$ cat src/rtl/audio_pkg.sv
// Shared defaults and state encoding for the I2S audio DAC transmitter.
package audio_pkg;

   localparam int DATA_WIDTH_DEF = 24;
   localparam int FIFO_DEPTH_DEF = 4;
   localparam logic [4:0] BIT_CNT_MAX = 5'd31;

   typedef enum logic [1:0] {
      ST_IDLE  = 2'd0,
      ST_LEFT  = 2'd1,
      ST_RIGHT = 2'd2
   } tx_state_e;

   function automatic logic [4:0] sat_inc5(input logic [4:0] v);
      return (v == BIT_CNT_MAX) ? v : v + 5'd1;
   endfunction

endpackage

$ cat src/rtl/dac_sample_fifo.sv
// Stereo-pair sample buffer; DEPTH must be a power of two so pointers wrap naturally.
module dac_sample_fifo
   import audio_pkg::*;
#(
   parameter int WIDTH = 2 * DATA_WIDTH_DEF,
   parameter int DEPTH = FIFO_DEPTH_DEF
) (
   input  logic                   clk,
   input  logic                   reset,
   input  logic                   push,
   input  logic [WIDTH-1:0]       push_data,
   input  logic                   pop,
   output logic [WIDTH-1:0]       pop_data,
   output logic [$clog2(DEPTH):0] level,
   output logic                   full,
   output logic                   empty
);

   localparam int AW = $clog2(DEPTH);
   localparam int LW = AW + 1;

   logic [WIDTH-1:0] mem_r [DEPTH];
   logic [AW-1:0]    wr_ptr_r;
   logic [AW-1:0]    rd_ptr_r;
   logic [LW-1:0]    level_r;
   logic             push_acc_s;
   logic             pop_acc_s;

   assign full       = (level_r == LW'(DEPTH));
   assign empty      = (level_r == {LW{1'b0}});
   assign push_acc_s = push & ~full;
   assign pop_acc_s  = pop & ~empty;
   assign pop_data   = mem_r[rd_ptr_r];
   assign level      = level_r;

   // Sample storage carries no reset; only occupied slots are ever read.
   always_ff @(posedge clk) begin
      if (push_acc_s) begin
         mem_r[wr_ptr_r] <= push_data;
      end
   end

   // Pointer and occupancy bookkeeping.
   always_ff @(posedge clk) begin
      if (reset) begin
         wr_ptr_r <= {AW{1'b0}};
         rd_ptr_r <= {AW{1'b0}};
         level_r  <= {LW{1'b0}};
      end else begin
         if (push_acc_s) begin
            wr_ptr_r <= wr_ptr_r + AW'(1);
         end
         if (pop_acc_s) begin
            rd_ptr_r <= rd_ptr_r + AW'(1);
         end
         case ({push_acc_s, pop_acc_s})
            2'b10:   level_r <= level_r + LW'(1);
            2'b01:   level_r <= level_r - LW'(1);
            default: level_r <= level_r;
         endcase
      end
   end

endmodule

$ cat src/rtl/audio_dac_tx.sv
// I2S transmitter: buffers stereo pairs and shifts them out on the codec bit clock.
// Optional feature macro: AUDIO_DAC_TX_UNDERRUN_CNT_EN enables the saturating underrun counter.
module audio_dac_tx
   import audio_pkg::*;
#(
   parameter int DATA_WIDTH = DATA_WIDTH_DEF,
   parameter int FIFO_DEPTH = FIFO_DEPTH_DEF
) (
   input  logic                        CLOCK_50,
   input  logic                        reset,
   input  logic                        write,
   input  logic [DATA_WIDTH-1:0]       writedata_left,
   input  logic [DATA_WIDTH-1:0]       writedata_right,
   output logic                        write_ready,
   input  logic                        AUD_BCLK,
   input  logic                        AUD_DACLRCK,
   output logic                        AUD_DACDAT,
   output logic [$clog2(FIFO_DEPTH):0] fifo_level,
   output logic                        underrun,
   output logic [15:0]                 underrun_count
);

   localparam logic [4:0] DW_CNT = 5'(DATA_WIDTH);

   logic                      bclk_s1_r, bclk_s2_r, bclk_d_r;
   logic                      lrck_s1_r, lrck_s2_r, lrck_prev_r;
   logic                      fall_s, chan_start_s;
   tx_state_e                 state_r, state_next_s;
   logic                      enter_left_s, enter_right_s;
   logic                      fifo_full_s, fifo_empty_s;
   logic [2*DATA_WIDTH-1:0]   pop_data_s, frame_r;
   logic [DATA_WIDTH-1:0]     chan_smp_s;
   logic [4:0]                bit_cnt_r;
   logic                      dacdat_r, underrun_r, underrun_s;

   function automatic logic pick_bit(input logic [DATA_WIDTH-1:0] smp, input logic [4:0] cnt);
      logic b;
      b = 1'b0;
      for (int i = 0; i < DATA_WIDTH; i++) begin
         if (5'(DATA_WIDTH - 1 - i) == cnt) begin
            b = smp[i];
         end
      end
      return b;
   endfunction

   dac_sample_fifo #(
      .WIDTH (2 * DATA_WIDTH),
      .DEPTH (FIFO_DEPTH)
   ) u_fifo (
      .clk       (CLOCK_50),
      .reset     (reset),
      .push      (write),
      .push_data ({writedata_left, writedata_right}),
      .pop       (enter_left_s),
      .pop_data  (pop_data_s),
      .level     (fifo_level),
      .full      (fifo_full_s),
      .empty     (fifo_empty_s)
   );

   assign write_ready  = ~fifo_full_s;
   assign fall_s       = bclk_d_r & ~bclk_s2_r;
   assign chan_start_s = fall_s & (lrck_s2_r != lrck_prev_r);
   assign underrun_s   = enter_left_s & fifo_empty_s;
   assign chan_smp_s   = (state_r == ST_RIGHT) ? frame_r[DATA_WIDTH-1:0]
                                               : frame_r[2*DATA_WIDTH-1:DATA_WIDTH];
   assign AUD_DACDAT   = dacdat_r;
   assign underrun     = underrun_r;

   // Codec clock synchronizers; LRCK is only looked at on bit-clock falls.
   always_ff @(posedge CLOCK_50) begin
      if (reset) begin
         bclk_s1_r   <= 1'b0;
         bclk_s2_r   <= 1'b0;
         bclk_d_r    <= 1'b0;
         lrck_s1_r   <= 1'b0;
         lrck_s2_r   <= 1'b0;
         lrck_prev_r <= 1'b0;
      end else begin
         bclk_s1_r <= AUD_BCLK;
         bclk_s2_r <= bclk_s1_r;
         bclk_d_r  <= bclk_s2_r;
         lrck_s1_r <= AUD_DACLRCK;
         lrck_s2_r <= lrck_s1_r;
         if (fall_s) begin
            lrck_prev_r <= lrck_s2_r;
         end
      end
   end

   always_ff @(posedge CLOCK_50) begin
      if (reset) begin
         state_r <= ST_IDLE;
      end else begin
         state_r <= state_next_s;
      end
   end

   always_comb begin
      state_next_s  = state_r;
      enter_left_s  = 1'b0;
      enter_right_s = 1'b0;
      if (chan_start_s) begin
         case (state_r)
            ST_IDLE, ST_RIGHT: begin
               if (!lrck_s2_r) begin
                  state_next_s = ST_LEFT;
                  enter_left_s = 1'b1;
               end else begin
                  state_next_s = state_r;
               end
            end
            ST_LEFT: begin
               if (lrck_s2_r) begin
                  state_next_s  = ST_RIGHT;
                  enter_right_s = 1'b1;
               end else begin
                  state_next_s = state_r;
               end
            end
            default: state_next_s = ST_IDLE;
         endcase
      end else begin
         state_next_s = state_r;
      end
   end

   // Frame load and serial output; the first fall of each channel is the I2S delay slot.
   always_ff @(posedge CLOCK_50) begin
      if (reset) begin
         frame_r    <= {(2*DATA_WIDTH){1'b0}};
         bit_cnt_r  <= 5'd0;
         dacdat_r   <= 1'b0;
         underrun_r <= 1'b0;
      end else begin
         underrun_r <= underrun_s;
         if (enter_left_s) begin
            frame_r <= fifo_empty_s ? {(2*DATA_WIDTH){1'b0}} : pop_data_s;
         end
         if (fall_s) begin
            if (chan_start_s) begin
               bit_cnt_r <= 5'd0;
               dacdat_r  <= 1'b0;
            end else begin
               bit_cnt_r <= sat_inc5(bit_cnt_r);
               if ((state_r != ST_IDLE) && (bit_cnt_r < DW_CNT)) begin
                  dacdat_r <= pick_bit(chan_smp_s, bit_cnt_r);
               end else begin
                  dacdat_r <= 1'b0;
               end
            end
         end
      end
   end

`ifdef AUDIO_DAC_TX_UNDERRUN_CNT_EN
   logic [15:0] urun_cnt_r;

   always_ff @(posedge CLOCK_50) begin
      if (reset) begin
         urun_cnt_r <= 16'h0000;
      end else if (underrun_s && (urun_cnt_r != 16'hFFFF)) begin
         urun_cnt_r <= urun_cnt_r + 16'h0001;
      end else begin
         urun_cnt_r <= urun_cnt_r;
      end
   end

   assign underrun_count = urun_cnt_r;
`else
   assign underrun_count = 16'h0000;
`endif

endmodule
$ cat config.mk
export PLATFORM = sky130hd
export DESIGN_NAME = audio_dac_tx
export DESIGN_NICKNAME = d
export VERILOG_FILES = /design/src/rtl/audio_pkg.sv /design/src/rtl/dac_sample_fifo.sv /design/src/rtl/audio_dac_tx.sv
export SDC_FILE = /design/constraint.sdc
export NUM_CORES = 1
export LEC_CHECK = 0
export ABC_AREA = 1
export CAP_MARGIN = 20
export CORE_AREA = 2 2 210 212
export DETAILED_ROUTE_END_ITERATION = 8
export DIE_AREA = 0 0 212 214
export SLEW_MARGIN = 20
export SYNTH_ARGS = -nofsm -noshare
export SYNTH_HDL_FRONTEND = slang
export SYNTH_SLANG_ARGS = --single-unit
$ cat constraint.sdc
create_clock -name CLOCK_50 -period 4.7 [get_ports CLOCK_50]
set_clock_uncertainty 0.05 [all_clocks]
set_input_delay 1.175 -clock CLOCK_50 [delete_from_list [all_inputs] [get_ports CLOCK_50]]
set_output_delay 1.175 -clock CLOCK_50 [all_outputs]
set_load 0.05 [all_outputs]
# After elaboration in Yosys (flattened, before gate mapping)
# Memories as Yosys holds them, arrays and structs flattened. A register that Yosys moved wholly into a read port is not among the register bits.
# Index checks and enable logic that the tools add are counted.
# classes
n_mux,41
n_addsub,5
magnitude_cmp,1
reduce_logical,9
bitwise,8
eq_ne,33
# op_table
operator,n
$mux W48,1
$eq A4 B5 Y1 const A,8
$eq A5 B5 Y1 const A,8
$mux W1,31
$mux W24,1
$eq A3 B5 Y1 const A,4
$eq A2 B5 Y1 const A,2
$mux W5,2
$mux W2,4
$ne A2 B2 Y1 const B,3
$pmux W3 S2,1
$add A5 B1 Y5 const B,1
$and A1 B1 Y1,5
$eq A1 B5 Y1 const A,1
$eq A5 B5 Y1 const B,1
$logic_not A5 Y1,1
$lt A5 B5 Y1 const B,1
$add A2 B1 Y2 const B,2
$eq A2 B1 Y1 const B,2
$eq A2 B2 Y1 const B,2
$pmux W2 S2,1
$reduce_bool A2 Y1,2
$add A3 B1 Y3 const B,1
$eq A3 B3 Y1 const B,1
other kinds (9),11
# word_totals
in_bits,53
wordCells,112
memories,1
ram_bits,192
out_inout_bits,22
register_bits,70
# mem_list
memory,depth,width,read_ports,rd_clocked_by_memory_dff,wr,line,rtl
u_fifo.mem_r,4,48,1,1,1,dac_sample_fifo.sv:22,logic [WIDTH-1:0] mem_r [DEPTH];

# Logic depth before layout (Yosys ltp)
# Gate-level depths: netlist of run 1.
# logic_depth
word_depth,28
mapped_depth,39
mapped_depth_nobuf,39

# Cells and area by module
# From an unflattened synthesis of run 1, not the netlist that was laid out.
# unflattened
cells_unflattened,1011
hier_area_um2,11075.6
# modules_own_cells
module,seq_area_each_um2,area_per_inst_um2,n_inst,cells_per_inst
dac_sample_fifo,5945.7,7811.2,1,535
audio_dac_tx,1261.2,3264.4,1,476

# Least setup slack after synthesis of run 1
# OpenSTA, ideal clock, no wires.
# synth_timing
path_type,register to register
start,"reg u_fifo.level_r[1], in the netlist u_fifo.level[1]"
end,"mem u_fifo.mem_r[0][0] (netlist bit), enable pin"
t_arrival_ps,3614
setup_time_ps,454
path_stages_with_launch,5
period_less_slack_ps,4117
t_required_ps,4196
slack_ps,583
n_path_buf,0
path_cell_list,dfxtp_1 > inv_1 > nand3_1 > nand2_1 > nor2_1
# synth_via
elab_chain_cells,5
# synth_rtl
item,line,rtl
start: declaration,dac_sample_fifo.sv:25,logic [LW-1:0] level_r;
start signal: assignment,dac_sample_fifo.sv:48,level_r <= {LW{1'b0}};
start signal: assignment,dac_sample_fifo.sv:57,2'b10: level_r <= level_r + LW'(1);
start signal: assignment,dac_sample_fifo.sv:58,2'b01: level_r <= level_r - LW'(1);
$eq A3 B3 Y1,dac_sample_fifo.sv:29,assign full = (level_r == LW'(DEPTH));
$not A1 Y1,-,
net write_ready,audio_dac_tx.sv:14,"output logic write_ready,"
$and A1 B1 Y1,dac_sample_fifo.sv:31,assign push_acc_s = push & ~full;
$mux W1,dac_sample_fifo.sv:38,if (push_acc_s) begin
$mux W1 (implied by the code),dac_sample_fifo.sv:39,mem_r[wr_ptr_r] <= push_data;
end: declaration,dac_sample_fifo.sv:22,
# The timed path passes the listed nets, and every way through them passes these cells.

# Worst setup path after layout of run 1
# layout_timing
start,"reg u_fifo.level_r[1], in the netlist u_fifo.level[1]"
end,out write_ready
# layout_via
elab_chain_cells,2
# layout_rtl
item,line,rtl
$eq A3 B3 Y1,dac_sample_fifo.sv:29,
$not A1 Y1,audio_dac_tx.sv:62,assign write_ready = ~fifo_full_s;
end: declaration,audio_dac_tx.sv:14,
# Every way passes these cells.

==> results.json, run 1 <==
{
  "avgSynthCellArea_um2": 10.7,
  "regToRegSetupSlack_ns": 1.72,
  "crit_chain": "inv_1, nand3_1, clkdlybuf4s50_1",
  "die_w_um": 212,
  "cp-start-kind": "flop",
  "yosysWarnings": 0,
  "highest_layer": "met4",
  "drc_errors": 0,
  "cts_root_buffer": "clkbuf_16",
  "cp_slowest_cell": "clkdlybuf4s50_1",
  "initial_core_util_pct": 24.9,
  "whs_path_depth": 2,
  "worst_ep_arrival_time_ns": 1.91,
  "min_to": "bclk_s2_r",
  "cts_max_level": 1,
  "fmax_ghz": 0.319,
  "layout.nets": 1103,
  "worstSetupEndpointType": "output port",
  "design_area_um2": 12700,
  "synth_top_area_cell": "edfxtp_1",
  "cts_tree": "done",
  "grt_overflow": 0,
  "switching_power_uw": 1060,
  "syn_inst": 993,
  "path_clk_slew_ns": 0.07,
  "seq_area_um2": 7210,
  "place_area_um2": 11800,
  "final_cell_mix": "192 x edfxtp_1, 184 x nor2_1, 176 x nand2_1",
  "tns_ns": 0,
  "grt_pass1_vias": 6699,
  "peakVddDrop_v": 0.000231,
  "status": "finished, final reports clean",
  "wl_per_cell_um": 14.5,
  "fin_crit_ns": 3.14,
  "rsz0062_at_grt": "no",
  "yosysSeqAreaShare_pct": 67.5,
  "swShare_pct": 21.8,
  "fin_util_pct": 29.6,
  "p_int_uw": 3810,
  "die_area_um2": 45400,
  "vias": 7119,
  "cts_buffers": 26,
  "cts_setup_buffers": 0,
  "crit_path_max_fanout": 4,
  "cts_sinks": 264,
  "ys_types": 37,
  "vias_per_cell": 4.33,
  "power_density_nw_per_um2": 383,
  "cts_resized": 0,
  "period_share_pct": 66.8,
  "routabilityCongestion": 0.873,
  "ys_ff_latch": 264,
  "r2r_end": "AUD_DACDAT",
  "p_seq_share_pct": 53.6,
  "slowest_delay_ns": 0.81,
  "yosysTopAreaCellShare_pct": 54.0,
  "clockBufferDepth": 3,
  "insertion_delay_ns": 0.55,
  "wirelength_um": 23800,
  "drt_first_pass_iters": 7,
  "cap_violations": 0,
  "numPortBuffers": 58,
  "crit_type": "flop to output port",
  "wl_met1_um": 11300,
  "fin_cells": 1643,
  "antenna_found_initial": 0,
  "grt_first_pass_wirelength_um": 37300,
  "pwr-share-comb_pct": 5.0,
  "rows": 76,
  "drv_slew": 0,
  "ant_nets": 0,
  "track_usage_pct": 10.3,
  "reg2reg_depth": 38,
  "syn_to_final_growth_pct": 19.0,
  "report.final.setup_viol": 0,
  "multiInputGateArea_um2": 3020,
  "route.met3.wl_um": 1100,
  "p_clk_share_pct": 41.5,
  "tightest_slew_ns": 1.06,
  "die_y_um": 214,
  "slew_headroom_pct": 29.2,
  "antenna_cells": 0,
  "required_ns": 3.47,
  "hold_buffers": 0,
  "core_um2": 42900,
  "netlist_area_um2": 10700,
  "wl_met2_um": 10900,
  "holdCritPathClass": "flop to flop",
  "hold_viol": 0,
  "fill_cells": 4362,
  "worstReg2RegStart": "state_r[1]",
  "grt_max_degree": 63,
  "layout-drive-gt1-share_pct": 7.56,
  "hpwl_um": 14700,
  "place_inst": 1595,
  "layout_commonest_cell": "edfxtp_1",
  "ys_top_cells_by_area": "edfxtp_1 54%, dfxtp_1 14%, nor2_1 6.6%",
  "hold_start": "bclk_s1_r",
  "pin_count": 75,
  "leakagePower_uw": 0.00419,
  "drtIter0Drc": 549
}
==> power by group through the flow <==
stage,logic (uW),registers (uW),clock network [uW]
after detailed placement,244,2660,0
after floorplan,132,2660,0
after global placement,240,2650,0
after CTS,245,2610,2080
after global routing,265,2610,2170
final,241,2610,2020
==> state kept, by name (all words and copies together) (netlist names), named ones only <==
name / count
lrck_s2_r: 1
bclk_s1_r: 1
u_fifo.level: 3
u_fifo.mem_r: 192
AUD_DACDAT: 1
frame_r: 48
state_r: 2
u_fifo.rd_ptr_r: 2
lrck_s1_r: 1
u_fifo.wr_ptr_r: 2
bclk_d_r: 1
underrun: 1
bit_cnt_r: 5
bclk_s2_r: 1
lrck_prev_r: 1
==> stage by stage <==
step / hold slack [ns] / power [uW] / setup WS (ns)
finish: 0.371 / 4870 / 1.56
CTS: 0.371 / 4930 / 1.54
floorplan: 0.338 / 2800 / 0.583
global placement: 0.355 / 2890 / 1.34
detailed placement: 0.348 / 2900 / 1.40
global route: 0.403 / 5050 / 1.33
==> cells in the mapped netlist (all sizes together) <==
cell     number
inv          55
conb          1
and3          1
a2111oi       1
o22ai         2
ha           11
a41oi         1
a21oi        72
xor2          2
dfxtp        72
nand4         3
clkinv        2
o21ai        62
a211oi        2
nor3          8
o32ai        50
or2           2
nand2       178
o211ai        1
nor2        194
fa            1
edfxtp      192
nor4          1
buf          23
o21a          1
nand3        10
clkbuf       45
==> cell families after synthesis <==
logic type               synth area share (%)
buffers and inverters                    5.04
XOR/XNOR                                0.164
AND/OR/NAND/NOR                          14.7
other                                  0.0351
adder cells (fa/ha/maj)                  1.48
flip-flops                               67.5
AO/OA/AOI/OAI                            11.1
==> routing by layer <==
layer  track usage, %  up-vias
li1                 -     3502
met1             14.8     3430
met2             16.5      162
met3             1.60       25
met4             2.28        0
met5                0        -
==> cell type report <==
| type | instances | share of cell area [%] |
|---|---|---|
| Inverter | 57 | 1.68 |
| Clock inverter | 13 | 0.837 |
| Sequential cell | 264 | 56.8 |
| Multi-Input combinational cell | 619 | 23.8 |
| Tap cell | 585 | 5.76 |
| Timing Repair Buffer | 70 | 5.24 |
| Clock buffer | 35 | 5.95 |
==> critical path, delay by kind of cell (launching register included) <==
| family | cells | cell delay (ns) |
|---|---|---|
| flip-flops | 1 | 0.38 |
| AND/OR/NAND/NOR | 1 | 0.11 |
| buffers and inverters | 2 | 0.90 |
==> worst max-delay path by stage <==
stage / slack [ns] / end / startpoint
after floorplan: 0.58 / u_fifo.mem_r[0][0] / u_fifo.level[1]
after global placement: 1.34 / u_fifo.level[2] / write
after detailed placement: 1.40 / u_fifo.level[2] / write
after CTS: 1.54 / write_ready / u_fifo.level[1]
after global routing: 1.33 / AUD_DACDAT / state_r[1]
final: 1.56 / write_ready / u_fifo.level[1]
Note: power is estimated with default switching activity, not from simulation.
==> run 2: changes to the inputs <==
Clock period 4.7 ns to 3 ns, I/O delays scaled along.
==> run 2 against run 1 <==
Flip-flop and latch count is the same. Core utilization grew 0.47 points. Largest cell class unchanged. Sequential power up 56%. Critical path type unchanged. First-iteration DRC count down 41%. Non-clock buffer count up 9. Critical endpoint unchanged.
==> results.json, run 2 (synthesis gave the netlist of run 1 again) <==
{
  "status": "finished, final reports clean",
  "die_y_um": 214,
  "p_int_uw": 6000,
  "cts_tree": "done",
  "hold_viol": 0,
  "grt_first_pass_wirelength_um": 38500,
  "power_density_nw_per_um2": 590,
  "antenna_found_initial": 1,
  "worstReg2RegStart": "bit_cnt_r[0]",
  "required_ns": 2.20,
  "cts_max_level": 1,
  "drc_errors": 0,
  "fmax_ghz": 0.366,
  "crit_path_max_fanout": 4,
  "die_w_um": 212,
  "fin_crit_ns": 2.73,
  "drt_first_pass_iters": 4,
  "path_clk_slew_ns": 0.06,
  "drtIter0Drc": 325,
  "rows": 76,
  "switching_power_uw": 1620,
  "r2r_end": "AUD_DACDAT",
  "grt_overflow": 0,
  "cts_root_buffer": "clkbuf_16",
  "route.met3.wl_um": 1070,
  "layout_commonest_cell": "edfxtp_1",
  "vias": 7078,
  "final_cell_mix": "192 x edfxtp_1, 183 x nor2_1, 175 x nand2_1",
  "tightest_slew_ns": 0.810,
  "syn_to_final_growth_pct": 20.9,
  "insertion_delay_ns": 0.55,
  "layout-drive-gt1-share_pct": 9.36,
  "grt_pass1_vias": 6903,
  "wl_per_cell_um": 14.7,
  "report.final.setup_viol": 0,
  "worstSetupEndpointType": "output port",
  "track_usage_pct": 10.7,
  "clockBufferDepth": 3,
  "cap_violations": 0,
  "drv_slew": 0,
  "initial_core_util_pct": 24.9,
  "slew_headroom_pct": 46.0,
  "cp-start-kind": "flop",
  "p_seq_share_pct": 53.6,
  "hpwl_um": 15200,
  "cts_sinks": 264,
  "core_um2": 42900,
  "reg_top3": "u_fifo.mem_r (192), frame_r (48), bit_cnt_r (5)",
  "wirelength_um": 24300,
  "cp-endpoint": "write_ready",
  "period_share_pct": 91.0,
  "ant_nets": 0,
  "die_area_um2": 45400,
  "largest_register_ffs": 192,
  "reg2reg_depth": 39,
  "peakVddDrop_v": 0.000491,
  "holdCritPathClass": "flop to flop",
  "vias_per_cell": 4.28,
  "pin_count": 75,
  "rsz0062_at_grt": "yes",
  "highest_layer": "met5",
  "hold_buffers": 0,
  "regToRegSetupSlack_ns": 0.28,
  "tns_ns": 0,
  "antenna_cells": 0,
  "pwr-share-comb_pct": 5.1,
  "leakagePower_uw": 0.00426,
  "numPortBuffers": 58,
  "layout.nets": 1113,
  "swShare_pct": 21.3,
  "fill_cells": 4404,
  "wl_met2_um": 11300,
  "p_clk_share_pct": 41.3,
  "top_register": "u_fifo.mem_r",
  "grt_max_degree": 77,
  "place_area_um2": 12000,
  "startpoint": "u_fifo.level[1]",
  "routabilityCongestion": 0.819,
  "design_area_um2": 12900,
  "cts_buffers": 27,
  "crit_type": "flop to output port",
  "wl_met1_um": 11500,
  "worst_ep_arrival_time_ns": 1.93
}
[run 2: area by class of cell]
type                    instances  area, um^2  area share [%]
flip-flops and latches        264        7220            56.0
clock buffers                  41         788            6.11
clock inverters                 8        53.8           0.417
inverters                      57         219            1.70
well taps                     585         732            5.67
multi-input cells             619        3070            23.8
repair buffers                 79         821            6.36
[run 2: power by group through the flow]
| stage | registers [uW] | clock network, uW | logic (uW) |
|---|---|---|---|
| final | 4080 | 3150 | 388 |
| after global routing | 4090 | 3380 | 429 |
| after CTS | 4080 | 3230 | 396 |
| after detailed placement | 4160 | 0 | 394 |
| after global placement | 4160 | 0 | 389 |
| after floorplan | 4170 | 0 | 209 |
[run 2: critical path, cell delays in order (launching register included)]
cell and delay [ns]:
dfxtp_1 0.37, inv_1 0.09, nand3_1 0.11, clkdlybuf4s50_1 0.81
[run 2: timing repair]
action,CTS,global route
resized for setup,0,23
buffers inserted,0,2
setup endpoints to repair,0,2
[run 2: per-layer routing]
metal | vias up | GRT usage (%)
met5 | - | 0
met4 | 2 | 2.18
met3 | 34 | 2.26
met2 | 125 | 17.6
met1 | 3398 | 14.5
li1 | 3519 | -
[run 2: how the worst min path moves through the flow]
stage	startpoint	slack, ns	end	cells after the start
floorplan	bclk_s1_r	0.34	bclk_s2_r	2
global placement	bclk_s1_r	0.37	bclk_s2_r	2
detailed placement	bclk_s1_r	0.36	bclk_s2_r	2
CTS	bclk_s2_r	0.38	bclk_d_r	2
global route	bclk_s2_r	0.39	bclk_d_r	2
finish	bclk_s1_r	0.38	bclk_s2_r	2
[run 2: metrics by stage]
step	power (uW)	std cells	setup slack, ns	utilization, %	hold slack, ns
floorplan	4380	1008	-0.372	-	0.338
global placement	4550	1602	0.122	27.9	0.368
detailed placement	4550	1602	0.148	27.9	0.361
CTS	7710	1651	0.111	29.9	0.384
global route	7900	1653	-0.0549	30.1	0.393
finish	7620	1653	0.270	30.1	0.384
